--- config.mk ---
export PLATFORM = sky130hd
export DESIGN_NAME = noc_network_interface
export DESIGN_NICKNAME = d
export VERILOG_FILES = /design/src/rtl/noc_network_interface_pkg.sv /design/src/rtl/noc_network_interface_sync_fifo.sv /design/src/rtl/noc_network_interface.sv
export SDC_FILE = /design/constraint.sdc
export NUM_CORES = 1
export LEC_CHECK = 0
export CAP_MARGIN = 20
export CORE_MARGIN = 5
export CORE_UTILIZATION = 50
export CTS_CLUSTER_SIZE = 12
export DETAILED_ROUTE_END_ITERATION = 16
export PLACE_DENSITY = 0.7
export SKIP_CTS_REPAIR_TIMING = 1
export SYNTH_ARGS = -nofsm -noshare
export SYNTH_HDL_FRONTEND = slang
export SYNTH_SLANG_ARGS = --single-unit
--- constraint.sdc ---
create_clock -name clk -period 18.5 [get_ports clk]
set_input_delay 5.55 -clock clk [delete_from_list [all_inputs] [get_ports clk]]
set_output_delay 5.55 -clock clk [all_outputs]
set_load 0.05 [all_outputs]
--- src/rtl/noc_network_interface_pkg.sv ---
// Register map and bit positions shared by the NoC network interface.
// Offsets are byte offsets within the 32-byte register window.
package noc_network_interface_pkg;

  localparam logic [4:0] OFF_TX_ADDR = 5'h00;
  localparam logic [4:0] OFF_TX_DATA = 5'h04;
  localparam logic [4:0] OFF_RX_ADDR = 5'h08;
  localparam logic [4:0] OFF_RX_DATA = 5'h0C;
  localparam logic [4:0] OFF_STATUS  = 5'h10;
  localparam logic [4:0] OFF_IRQ_EN  = 5'h14;
  localparam logic [4:0] OFF_CTRL    = 5'h18;

  localparam int ST_TX_FULL  = 0;
  localparam int ST_TX_EMPTY = 1;
  localparam int ST_RX_FULL  = 2;
  localparam int ST_RX_EMPTY = 3;
  localparam int ST_TX_OVF   = 4;
  localparam int ST_RX_UDF   = 5;
  localparam int ST_RX_THR   = 6;

  localparam int IE_RX_AVAIL = 0;
  localparam int IE_RX_THR   = 1;
  localparam int IE_TX_EMPTY = 2;
  localparam int IE_ERR      = 3;

endpackage

--- src/rtl/noc_network_interface_sync_fifo.sv ---
// First-word-fall-through synchronous FIFO (ni_sync_fifo).
// Push/pop legality is the caller's job; this block only tracks state.
module ni_sync_fifo #(
  parameter int WIDTH  = 64,
  parameter int DEPTH  = 8,
  parameter int THRESH = 4,
  localparam int AW = $clog2(DEPTH),
  localparam int CW = AW + 1
) (
  input  logic             clk,
  input  logic             reset,
  input  logic             push,
  input  logic             pop,
  input  logic [WIDTH-1:0] wdata,
  output logic [WIDTH-1:0] rdata,
  output logic             full,
  output logic             empty,
  output logic [CW-1:0]    count,
  output logic             threshold
);

  logic [WIDTH-1:0] mem [DEPTH];
  logic [AW-1:0]    wr_ptr;
  logic [AW-1:0]    rd_ptr;

  assign rdata     = mem[rd_ptr];
  assign full      = (count == CW'(DEPTH));
  assign empty     = (count == '0);
  assign threshold = (count >= CW'(THRESH));

  always_ff @(posedge clk) begin
    if (push) mem[wr_ptr] <= wdata;
  end

  always_ff @(posedge clk or posedge reset) begin
    if (reset) begin
      wr_ptr <= '0;
      rd_ptr <= '0;
      count  <= '0;
    end else begin
      if (push) wr_ptr <= wr_ptr + AW'(1);
      if (pop)  rd_ptr <= rd_ptr + AW'(1);
      unique case ({push, pop})
        2'b10:   count <= count + CW'(1);
        2'b01:   count <= count - CW'(1);
        default: count <= count;
      endcase
    end
  end

endmodule

--- src/rtl/noc_network_interface.sv ---
// Memory-mapped CPU-to-router network interface with TX/RX flit FIFOs.
// Optional loopback path is built only when NI_LOOPBACK_EN is defined.
module noc_network_interface #(
  parameter int ADDR_W    = 32,
  parameter int DATA_W    = 32,
  parameter int TX_DEPTH  = 8,
  parameter int RX_DEPTH  = 8,
  parameter int RX_THRESH = 4,
  parameter logic [ADDR_W-1:0] BASE_ADDR = 32'hFFFF_FF00
) (
  input  logic                   clk,
  input  logic                   reset,
  input  logic [ADDR_W-1:0]      cpu_addr,
  input  logic [DATA_W-1:0]      cpu_wdata,
  output logic [DATA_W-1:0]      cpu_rdata,
  input  logic                   cpu_wr_en,
  input  logic                   cpu_rd_en,
  output logic [ADDR_W+DATA_W-1:0] tx_flit,
  output logic                   tx_valid,
  input  logic                   tx_ready,
  input  logic [ADDR_W+DATA_W-1:0] rx_flit,
  input  logic                   rx_valid,
  output logic                   rx_ready,
  output logic                   irq
);
  import noc_network_interface_pkg::*;

  localparam int FW  = ADDR_W + DATA_W;
  localparam int TCW = $clog2(TX_DEPTH) + 1;
  localparam int RCW = $clog2(RX_DEPTH) + 1;

  logic            hit;
  logic [4:0]      off;
  logic            sel_tx_addr, sel_tx_data, sel_rx_addr;
  logic            sel_rx_data, sel_status, sel_irq_en;

  logic            tx_full, tx_empty, tx_push, tx_pop;
  logic            tx_wr, tx_out_pop, tx_thresh_unused;
  logic [TCW-1:0]  tx_count;
  logic [FW-1:0]   tx_head;

  logic            rx_full, rx_empty, rx_push, rx_pop;
  logic            rx_rd, rx_in, rx_thresh;
  logic [RCW-1:0]  rx_count;
  logic [FW-1:0]   rx_head, rx_wdata;

  logic [ADDR_W-1:0] staged_addr;
  logic [3:0]      irq_en;
  logic            tx_overflow, rx_underflow;
  logic            ready_q;
  logic            loopback, lb_move;
  logic [31:0]     status_word;
  logic [DATA_W-1:0] rd_next;

  assign hit = (cpu_addr[ADDR_W-1:5] == BASE_ADDR[ADDR_W-1:5]);
  assign off = cpu_addr[4:0];

  assign sel_tx_addr = hit & (off == OFF_TX_ADDR);
  assign sel_tx_data = hit & (off == OFF_TX_DATA);
  assign sel_rx_addr = hit & (off == OFF_RX_ADDR);
  assign sel_rx_data = hit & (off == OFF_RX_DATA);
  assign sel_status  = hit & (off == OFF_STATUS);
  assign sel_irq_en  = hit & (off == OFF_IRQ_EN);

`ifdef NI_LOOPBACK_EN
  logic sel_ctrl;
  assign sel_ctrl = hit & (off == OFF_CTRL);

  always_ff @(posedge clk or posedge reset) begin
    if (reset) loopback <= 1'b0;
    else if (cpu_wr_en & sel_ctrl) loopback <= cpu_wdata[0];
  end

  // A move is one atomic pop+push, so toggling loopback never splits a flit.
  assign lb_move = loopback & !tx_empty & !rx_full;
`else
  assign loopback = 1'b0;
  assign lb_move  = 1'b0;
`endif

  assign tx_valid   = !tx_empty & !loopback;
  assign tx_flit    = tx_head;
  assign tx_out_pop = tx_valid & tx_ready;
  assign tx_pop     = tx_out_pop | lb_move;
  assign tx_wr      = cpu_wr_en & sel_tx_data;
  assign tx_push    = tx_wr & (!tx_full | tx_pop);

  assign rx_ready = ready_q & !rx_full & !loopback;
  assign rx_in    = rx_valid & rx_ready;
  assign rx_push  = rx_in | lb_move;
  assign rx_wdata = lb_move ? tx_head : rx_flit;
  assign rx_rd    = cpu_rd_en & sel_rx_data;
  assign rx_pop   = rx_rd & !rx_empty;

  ni_sync_fifo #(
    .WIDTH (FW),
    .DEPTH (TX_DEPTH),
    .THRESH(TX_DEPTH)
  ) u_tx_fifo (
    .clk      (clk),
    .reset    (reset),
    .push     (tx_push),
    .pop      (tx_pop),
    .wdata    ({staged_addr, cpu_wdata}),
    .rdata    (tx_head),
    .full     (tx_full),
    .empty    (tx_empty),
    .count    (tx_count),
    .threshold(tx_thresh_unused)
  );

  ni_sync_fifo #(
    .WIDTH (FW),
    .DEPTH (RX_DEPTH),
    .THRESH(RX_THRESH)
  ) u_rx_fifo (
    .clk      (clk),
    .reset    (reset),
    .push     (rx_push),
    .pop      (rx_pop),
    .wdata    (rx_wdata),
    .rdata    (rx_head),
    .full     (rx_full),
    .empty    (rx_empty),
    .count    (rx_count),
    .threshold(rx_thresh)
  );

  always_comb begin
    status_word = '0;
    status_word[ST_TX_FULL]  = tx_full;
    status_word[ST_TX_EMPTY] = tx_empty;
    status_word[ST_RX_FULL]  = rx_full;
    status_word[ST_RX_EMPTY] = rx_empty;
    status_word[ST_TX_OVF]   = tx_overflow;
    status_word[ST_RX_UDF]   = rx_underflow;
    status_word[ST_RX_THR]   = rx_thresh;
    status_word[15:8]        = 8'(tx_count);
    status_word[23:16]       = 8'(rx_count);
  end

  always_comb begin
    rd_next = '0;
    unique case (1'b1)
      sel_tx_addr: rd_next = DATA_W'(staged_addr);
      sel_rx_addr: rd_next = rx_empty ? '0 : DATA_W'(rx_head[FW-1:DATA_W]);
      sel_rx_data: rd_next = rx_empty ? '0 : rx_head[DATA_W-1:0];
      sel_status:  rd_next = DATA_W'(status_word);
      sel_irq_en:  rd_next = DATA_W'(irq_en);
`ifdef NI_LOOPBACK_EN
      sel_ctrl:    rd_next = DATA_W'(loopback);
`endif
      default:     rd_next = '0;
    endcase
  end

  always_ff @(posedge clk or posedge reset) begin
    if (reset) begin
      cpu_rdata    <= '0;
      staged_addr  <= '0;
      irq_en       <= '0;
      tx_overflow  <= 1'b0;
      rx_underflow <= 1'b0;
      ready_q      <= 1'b0;
      irq          <= 1'b0;
    end else begin
      ready_q <= 1'b1;
      if (cpu_rd_en) cpu_rdata <= rd_next;
      if (cpu_wr_en & sel_tx_addr) staged_addr <= ADDR_W'(cpu_wdata);
      if (cpu_wr_en & sel_irq_en) irq_en <= cpu_wdata[3:0];
      if (cpu_wr_en & sel_status) begin
        if (cpu_wdata[ST_TX_OVF]) tx_overflow  <= 1'b0;
        if (cpu_wdata[ST_RX_UDF]) rx_underflow <= 1'b0;
      end
      // A new error in the same cycle as its W1C wins.
      if (tx_wr & !tx_push) tx_overflow  <= 1'b1;
      if (rx_rd & rx_empty) rx_underflow <= 1'b1;
      irq <= (irq_en[IE_RX_AVAIL] & !rx_empty)
           | (irq_en[IE_RX_THR]   & rx_thresh)
           | (irq_en[IE_TX_EMPTY] & tx_empty)
           | (irq_en[IE_ERR]      & (tx_overflow | rx_underflow));
    end
  end

endmodule

## Word level (Yosys, flattened, before mapping)

Memory sizes are Yosys's and may differ from the RTL's.
Index checks and enable logic that the tools add are counted.

| word-level totals | value |
|---|---|
| ROM bits | 0 |
| memory bits (writable) | 1,024 |
| logic and storage cells | 94 |
| output and inout port bits | 99 |
| memories kept | 2 |
| bits in latches | 0 |
| bits in registers | 92 |

| cells by class | value |
|---|---|
| add/sub/neg operators | 8 |
| equal/unequal tests | 12 |
| multiplexer cells | 15 |
| shift operators | 0 |
| reduce and logical (&&, ||, !) cells | 16 |
| magnitude comparators | 1 |
| $mul | 0 |
| div/mod/pow operators | 0 |
| bitwise operators | 27 |

Memory list:

| name | depth | width | rd ports | clocked after Yosys merged registers in | write ports | RTL line | RTL |
|---|---|---|---|---|---|---|---|
| u_rx_fifo.mem | 8 | 64 | 1 | 0 | 1 | noc_network_interface_sync_fifo.sv:22 | `logic [WIDTH-1:0] mem [DEPTH];` |
| u_tx_fifo.mem | 8 | 64 | 1 | 0 | 1 | noc_network_interface_sync_fifo.sv:22 |  |

Operator list:

| kind | count |
|---|---|
| $pmux 32 s5 | 1 |
| $mux 32 | 2 |
| $eq 27x27->1 const B | 1 |
| $and 1x1->1 | 22 |
| $pmux 4 s2 | 2 |
| $add 3x1->3 const B | 4 |
| $reduce_bool 2->1 | 6 |
| $eq 5x4->1 const B | 2 |
| $eq 5x5->1 const B | 2 |
| $mux 1 | 10 |
| $add 4x1->4 const B | 2 |
| $eq 4x4->1 const B | 2 |
| $logic_not 4->1 | 2 |
| $sub 4x1->4 const B | 2 |
| $eq 5x3->1 const B | 1 |
| $logic_not 1->1 | 5 |
| $logic_not 5->1 | 1 |
| $or 1x1->1 | 5 |
| $eq 2x1->1 const B | 2 |
| $eq 2x2->1 const B | 2 |
| $ge 4x3->1 const B | 1 |
| $reduce_and 2->1 | 2 |

## Longest topological paths before layout

| depth | value |
|---|---|
| depth in word-level cells | 9 |
| depth in mapped cells | 13 |

## By module

From an unflattened synthesis, not the netlist that was laid out.

| unflattened totals | value |
|---|---|
| cells, all modules | 1,940 |
| area total of the unflattened synthesis | 43,578.0 µm² |

Modules (own cells, without submodules):

| module | times used | cells an instance | area an instance (µm²) | sequential area each (µm²) |
|---|---|---|---|---|
| ni_sync_fifo (u_rx_fifo) | 1 | 802 | 19,826.5 | 15,625.0 |
| ni_sync_fifo (u_tx_fifo) | 1 | 801 | 19,820.3 | 15,625.0 |
| noc_network_interface | 1 | 337 | 3,931.3 | 1,801.7 |

## Worst setup path before layout

Ideal clock, no wire load.

| timing path | value |
|---|---|
| kind | input-to-reg |
| start point | input port cpu_addr[6] |
| end point | memory u_tx_fifo.mem[1][0], enable pin |
| path slack | 6.577 ns |
| setup time | 0.565 ns |
| stages | 5 |
| arrival time | 11.359 ns |
| buffers on the path | 0 |
| cell sequence | or4b_4 -> nor4_4 -> nand4_1 -> or2_1 -> nor3_1 |

| on the way | value |
|---|---|
| word-level cells in the longest chain between the ends | 6 |

Ends and longest elaborated chain:

| what | RTL line | RTL |
|---|---|---|
| start: declaration | noc_network_interface.sv:13 | `input logic [ADDR_W-1:0] cpu_addr,` |
| $eq 27x27->1 | noc_network_interface.sv:55 | `assign hit = (cpu_addr[ADDR_W-1:5] == BASE_ADDR[ADDR_W-1:5]);` |
| $and 1x1->1 | noc_network_interface.sv:59 | `assign sel_tx_data = hit & (off == OFF_TX_DATA);` |
| $and 1x1->1 | noc_network_interface.sv:85 | `assign tx_wr = cpu_wr_en & sel_tx_data;` |
| $and 1x1->1 | noc_network_interface.sv:86 | `assign tx_push = tx_wr & (!tx_full \| tx_pop);` |
| $mux 1 | noc_network_interface_sync_fifo.sv:32 | `if (push) mem[wr_ptr] <= wdata;` |
| $mux 1 (implied by the code) | noc_network_interface_sync_fifo.sv:32 |  |
| end: declaration | noc_network_interface_sync_fifo.sv:22 |  |

Every way passes these cells.

## Final worst setup path

| timing path | value |
|---|---|
| start point | register u_tx_fifo.rd_ptr[0] |
| end point | output port tx_flit[41] |

| on the way | value |
|---|---|
| word-level cells in the longest chain between the ends | 1 |

Ends and longest elaborated chain:

| what | RTL line | RTL |
|---|---|---|
| start: declaration | noc_network_interface_sync_fifo.sv:24 | `logic [AW-1:0] rd_ptr;` |
| start signal: assignment | noc_network_interface_sync_fifo.sv:42 | `if (pop) rd_ptr <= rd_ptr + AW'(1);` |
| $mem_v2 8x64 | n/a |  |
| end: declaration | noc_network_interface.sv:18 | `output logic [ADDR_W+DATA_W-1:0] tx_flit,` |

Every way passes these cells.

==> results.md <==
Placed design:
- The number of port buffers is approximately 230.
- The HPWL after detailed placement is around 56,000 um.
- The congestion estimate from routability-driven global placement came to about 0.77.
- In this run, placement finished with an instance count of roughly 3.4k.

Global routing:
- The number of global-route vias before repair came to around 22k.
- Global routing used a little over a fifth of the available tracks across all layers.
- Entering global routing, the biggest net connects 76 pins.
- The initial antenna violation count is 15.
- Global routing finished with a remaining overflow of 0.
- The first-pass GRT wire length is roughly 140,000 um.

Synthesis:
- Of all flip-flops after synthesis, the portion carrying an async set or reset was ~8%.
- The register bit total from synthesis is between 1k and 1.5k.
- The mapped cell area is around 43,000 sq um.
- The fraction of the yosys area taken by sequential cells is between 70% and 80%.
- Counting every net in the synthesized netlist gives about 2.2k.
- For this run, the leading register cell type out of synthesis is edfxtp_1.
- The mean cell area of the mapped netlist is around 21 sq um.
- During synthesis, Yosys emitted a total of 0 warnings.
- The cell count after synthesis came out at between 2k and 2.5k.
- Counting distinct cell types in the post-synthesis netlist gives 51.
- The count of flip-flops with a built-in enable after synthesis is a little over 1k.

Detailed routing:
- Dividing the detail-routed wire length by the instance count gives around 27 um.
- For this block, the via count after detailed routing is 21.0k.
- The mean number of vias per cell is roughly 5.9.
- After detailed routing, the total wire length is ~97,000 um.
- The detailed-router iteration count before antenna repair is 5.
- Once detail routing completed, the nets flagged for antenna violations numbered 0.
- The initial detailed-routing violation count is between 1.5k and 2k.
- In the routed design, unresolved DRC markers number 0.

Clock network:
- TritonCTS created between 100 and 150 clock buffers.
- After clock tree synthesis, the clock-pin slew on the worst setup and hold paths is 0.06 ns.
- The CTS sink count is between 1k and 1.5k.
- The clock tree synthesis step divided the H-tree into 3 levels.
- TritonCTS built the clock tree.
- The tree is rooted in a clkbuf_16.
- The insertion delay to the later sink of the worst-skew pair is between 0.6 and 0.7 ns.
- The buffer depth of the longest clock path is 3.

Final layout:
- In the layout the commonest cells are edfxtp_1, clkdlybuf4s50_1, mux4_2.
- The filler cells instantiated in the layout total around 6.1k.
- The fraction of layout cells with a size suffix above 1 is approximately 23%.
- Cells fill 58.9% of the core in the end.
- Compared with the post-synthesis result, the final layout area differs by 16.9%.
- At the end of the flow, the number of nets in the layout was 2,467.
- After the flow finishes, the layout carries non-filler instances totaling between 3k and 4k.
- The library cell used most frequently in the layout, excluding fill and tap cells, is edfxtp_1.

Run status:
- The flow ran to the end, and the final reports show no timing, DRC or antenna violations.

STA:
- For this run, the top clock speed supported by timing is 0.0953 GHz.
- Setup total negative slack on the finished layout was measured at 0 ns.
- The final critical path takes up between 50% and 60% of the cycle.
- The headroom to the max-slew limit is a little under a quarter.
- Between clock sinks in the finished design, the worst skew comes to between 0.02 and 0.03 ns.
- The number of hold violations in the final report is 0.
- Setup repair after global routing left no endpoint under its margin.
- Setup violations remaining at the end of the flow were counted as 0.
- The slew at the pin with the worst max-slew slack is 1.15 ns.
- The max-slew violation total from the final report was 0.
- The minimum clock period after layout is ~10 ns.

Die:
- For this configuration, the core starts out at a cell density of about half.
- The horizontal die dimension is ~300 um.
- The I/O pin count is 233.
- The region available for standard cell placement spans between 80,000 and 90,000 sq um.
- The floorplan step set the die height to a little over 300 um.
- The number of rows created at floorplan is between 100 and 150.
- The die area is approximately 92,000 sq um.

Power:
- Summed over all cells, the static leakage comes to around 17 nW.
- The maximum vdd ir drop is 0.124 mV.
- The cell area power density is about 120 nW/um^2.

Setup path:
- Tracing the worst setup path back leads to its startpoint at u_tx_fifo.rd_ptr[0]$_DFFE_PP0P_.
- The maximum cell stage delay along the critical path is 0.90 ns.
- Among the stages of the critical path, the cell type that occurs most often is buf_4.
- The number of buffer and inverter instances along the worst setup path is 3.
- The reg-to-reg critical path startpoint is u_tx_fifo.count[3]$_DFFE_PP0P_.
- The startpoint type of the worst setup path is a flop.
- Walking the worst path, the cells encountered are buf_4 > buf_4 > mux4_2 > mux2_2 > clkdlybuf4s50_1.
- The kind of critical path is flop to output pin.
- STA classifies the critical path endpoint as an output pin.
- Along the worst path, the maximum fanout reaches 49.
- The kind of cell with the highest combined delay along the critical path is buffers and inverters.
- The slowest stage of the critical path is the dfrtp_4 cell.
- For the worst setup path, the data arrival time is just under 5 ns.
- The worst path required time is about 13 ns.

Min path:
- The classification of the worst-slack hold path is flop to flop.
- The startpoint identified for the worst hold timing path is cpu_rdata[3]$_DFFE_PP0P_.

Run:
- Across the run, the number of max-cap violations was 0.
==> final cells by class <==
class / instances / area [sq um] / share of cell area, %
timing repair buffer: 270 / 2620 / 5.21
clock inverter: 20 / 224 / 0.446
clock buffer: 192 / 3230 / 6.44
inverter: 15 / 58.8 / 0.117
multi-input combinational: 808 / 9580 / 19.1
sequential: 1116 / 33100 / 65.8
antenna: 8 / 20.0 / 0.0399
tap: 1144 / 1430 / 2.85
==> final timing paths <==
check,to,slack [ns],depth (start not counted)
worst max-delay path,tx_flit[41],8.01,5
worst min-delay path,cpu_rdata[3]$_DFFE_PP0P_,0.49,1
worst max register to register,u_tx_fifo.mem[2][32]$_DFFE_PP_,14.70,6
worst min register to register,cpu_rdata[3]$_DFFE_PP0P_,0.49,1
max in group asynchronous,u_tx_fifo.rd_ptr[0]$_DFFE_PP0P_,11.75,3
min in group asynchronous,staged_addr[28]$_DFFE_PP0P_,5.33,2
==> state kept, by name (all words and copies together) (netlist names) <==
| signal | count |
|---|---|
| ready_q | 1 |
| irq_en | 4 |
| u_rx_fifo.rd_ptr | 3 |
| cpu_rdata | 32 |
| u_rx_fifo.count | 4 |
| rx_underflow | 1 |
| u_tx_fifo.count | 4 |
| tx_overflow | 1 |
| u_tx_fifo.rd_ptr | 3 |
| u_tx_fifo.mem | 512 |
| staged_addr | 32 |
| u_tx_fifo.wr_ptr | 3 |
| u_rx_fifo.wr_ptr | 3 |
| irq | 1 |
| u_rx_fifo.mem | 512 |
==> where the power goes <==
group	internal [mW]	switching, mW
registers	2.86	0.134
logic	0.409	0.520
clock network	1.21	0.905
total	4.48	1.56
==> cell usage after synthesis, types with 6 or more instances <==
library cell,count,share of area [%]
dfrtp_1,92,5.4
o21ai_0,28,0.33
mux2_2,131,3.4
nand3_1,35,0.41
clkbuf_1,60,0.52
a22oi_1,57,1.0
mux2i_1,127,3.0
a41oi_1,17,0.35
inv_1,15,0.13
buf_1,21,0.18
a21oi_1,7,0.081
a32oi_1,10,0.20
mux4_2,198,10
xor2_1,10,0.20
buf_2,25,0.29
nand2_1,72,0.63
ha_1,10,0.29
nand2b_1,6,0.087
nor2_1,21,0.18
edfxtp_1,1024,72
a222oi_1,10,0.23
xnor2_1,6,0.12
nor3_1,8,0.093
nand4_1,7,0.10
==> per-stage QoR <==
| step | hold WS (ns) | area (sq um) | setup WS (ns) | power, mW |
|---|---|---|---|---|
| after global placement | 0.478 | 46700 | 8.52 | 3.97 |
| after floorplan | 0.467 | 43000 | 6.58 | 3.67 |
| after global routing | 0.523 | 50200 | 7.50 | 6.27 |
| after CTS | 0.494 | 50200 | 7.75 | 6.10 |
| final | 0.492 | 50200 | 8.01 | 6.04 |
| after detailed placement | 0.476 | 46700 | 8.47 | 3.99 |
==> worst reg2reg max path, cell delays in order, from the launching register on <==
cell	delay (ns)
dfrtp_1	0.42
nor4b_1	0.21
a2111oi_0	0.49
nand4_1	0.29
nand2b_1	0.42
nor2_4	0.92
buf_4	0.65
==> metal layers <==
metal | GRT usage [%] | vias to the layer above | share of wire [%]
met5 | 0 | - | 0.10
met4 | 5.13 | 14 | 2.3
met3 | 5.38 | 156 | 8.3
met2 | 34.5 | 744 | 49
met1 | 29.2 | 11000 | 40
li1 | - | 9025 | -
==> cells by family after synthesis <==
group	share of synthesized area, %
compound gates	2.56
other cells	0.00872
simple gates	1.98
buf+inv	1.13
mux	16.8
fa+ha+maj	0.338
xor+xnor	0.326
flops	76.9
No activity file was read; power rests on OpenSTA's default activity.
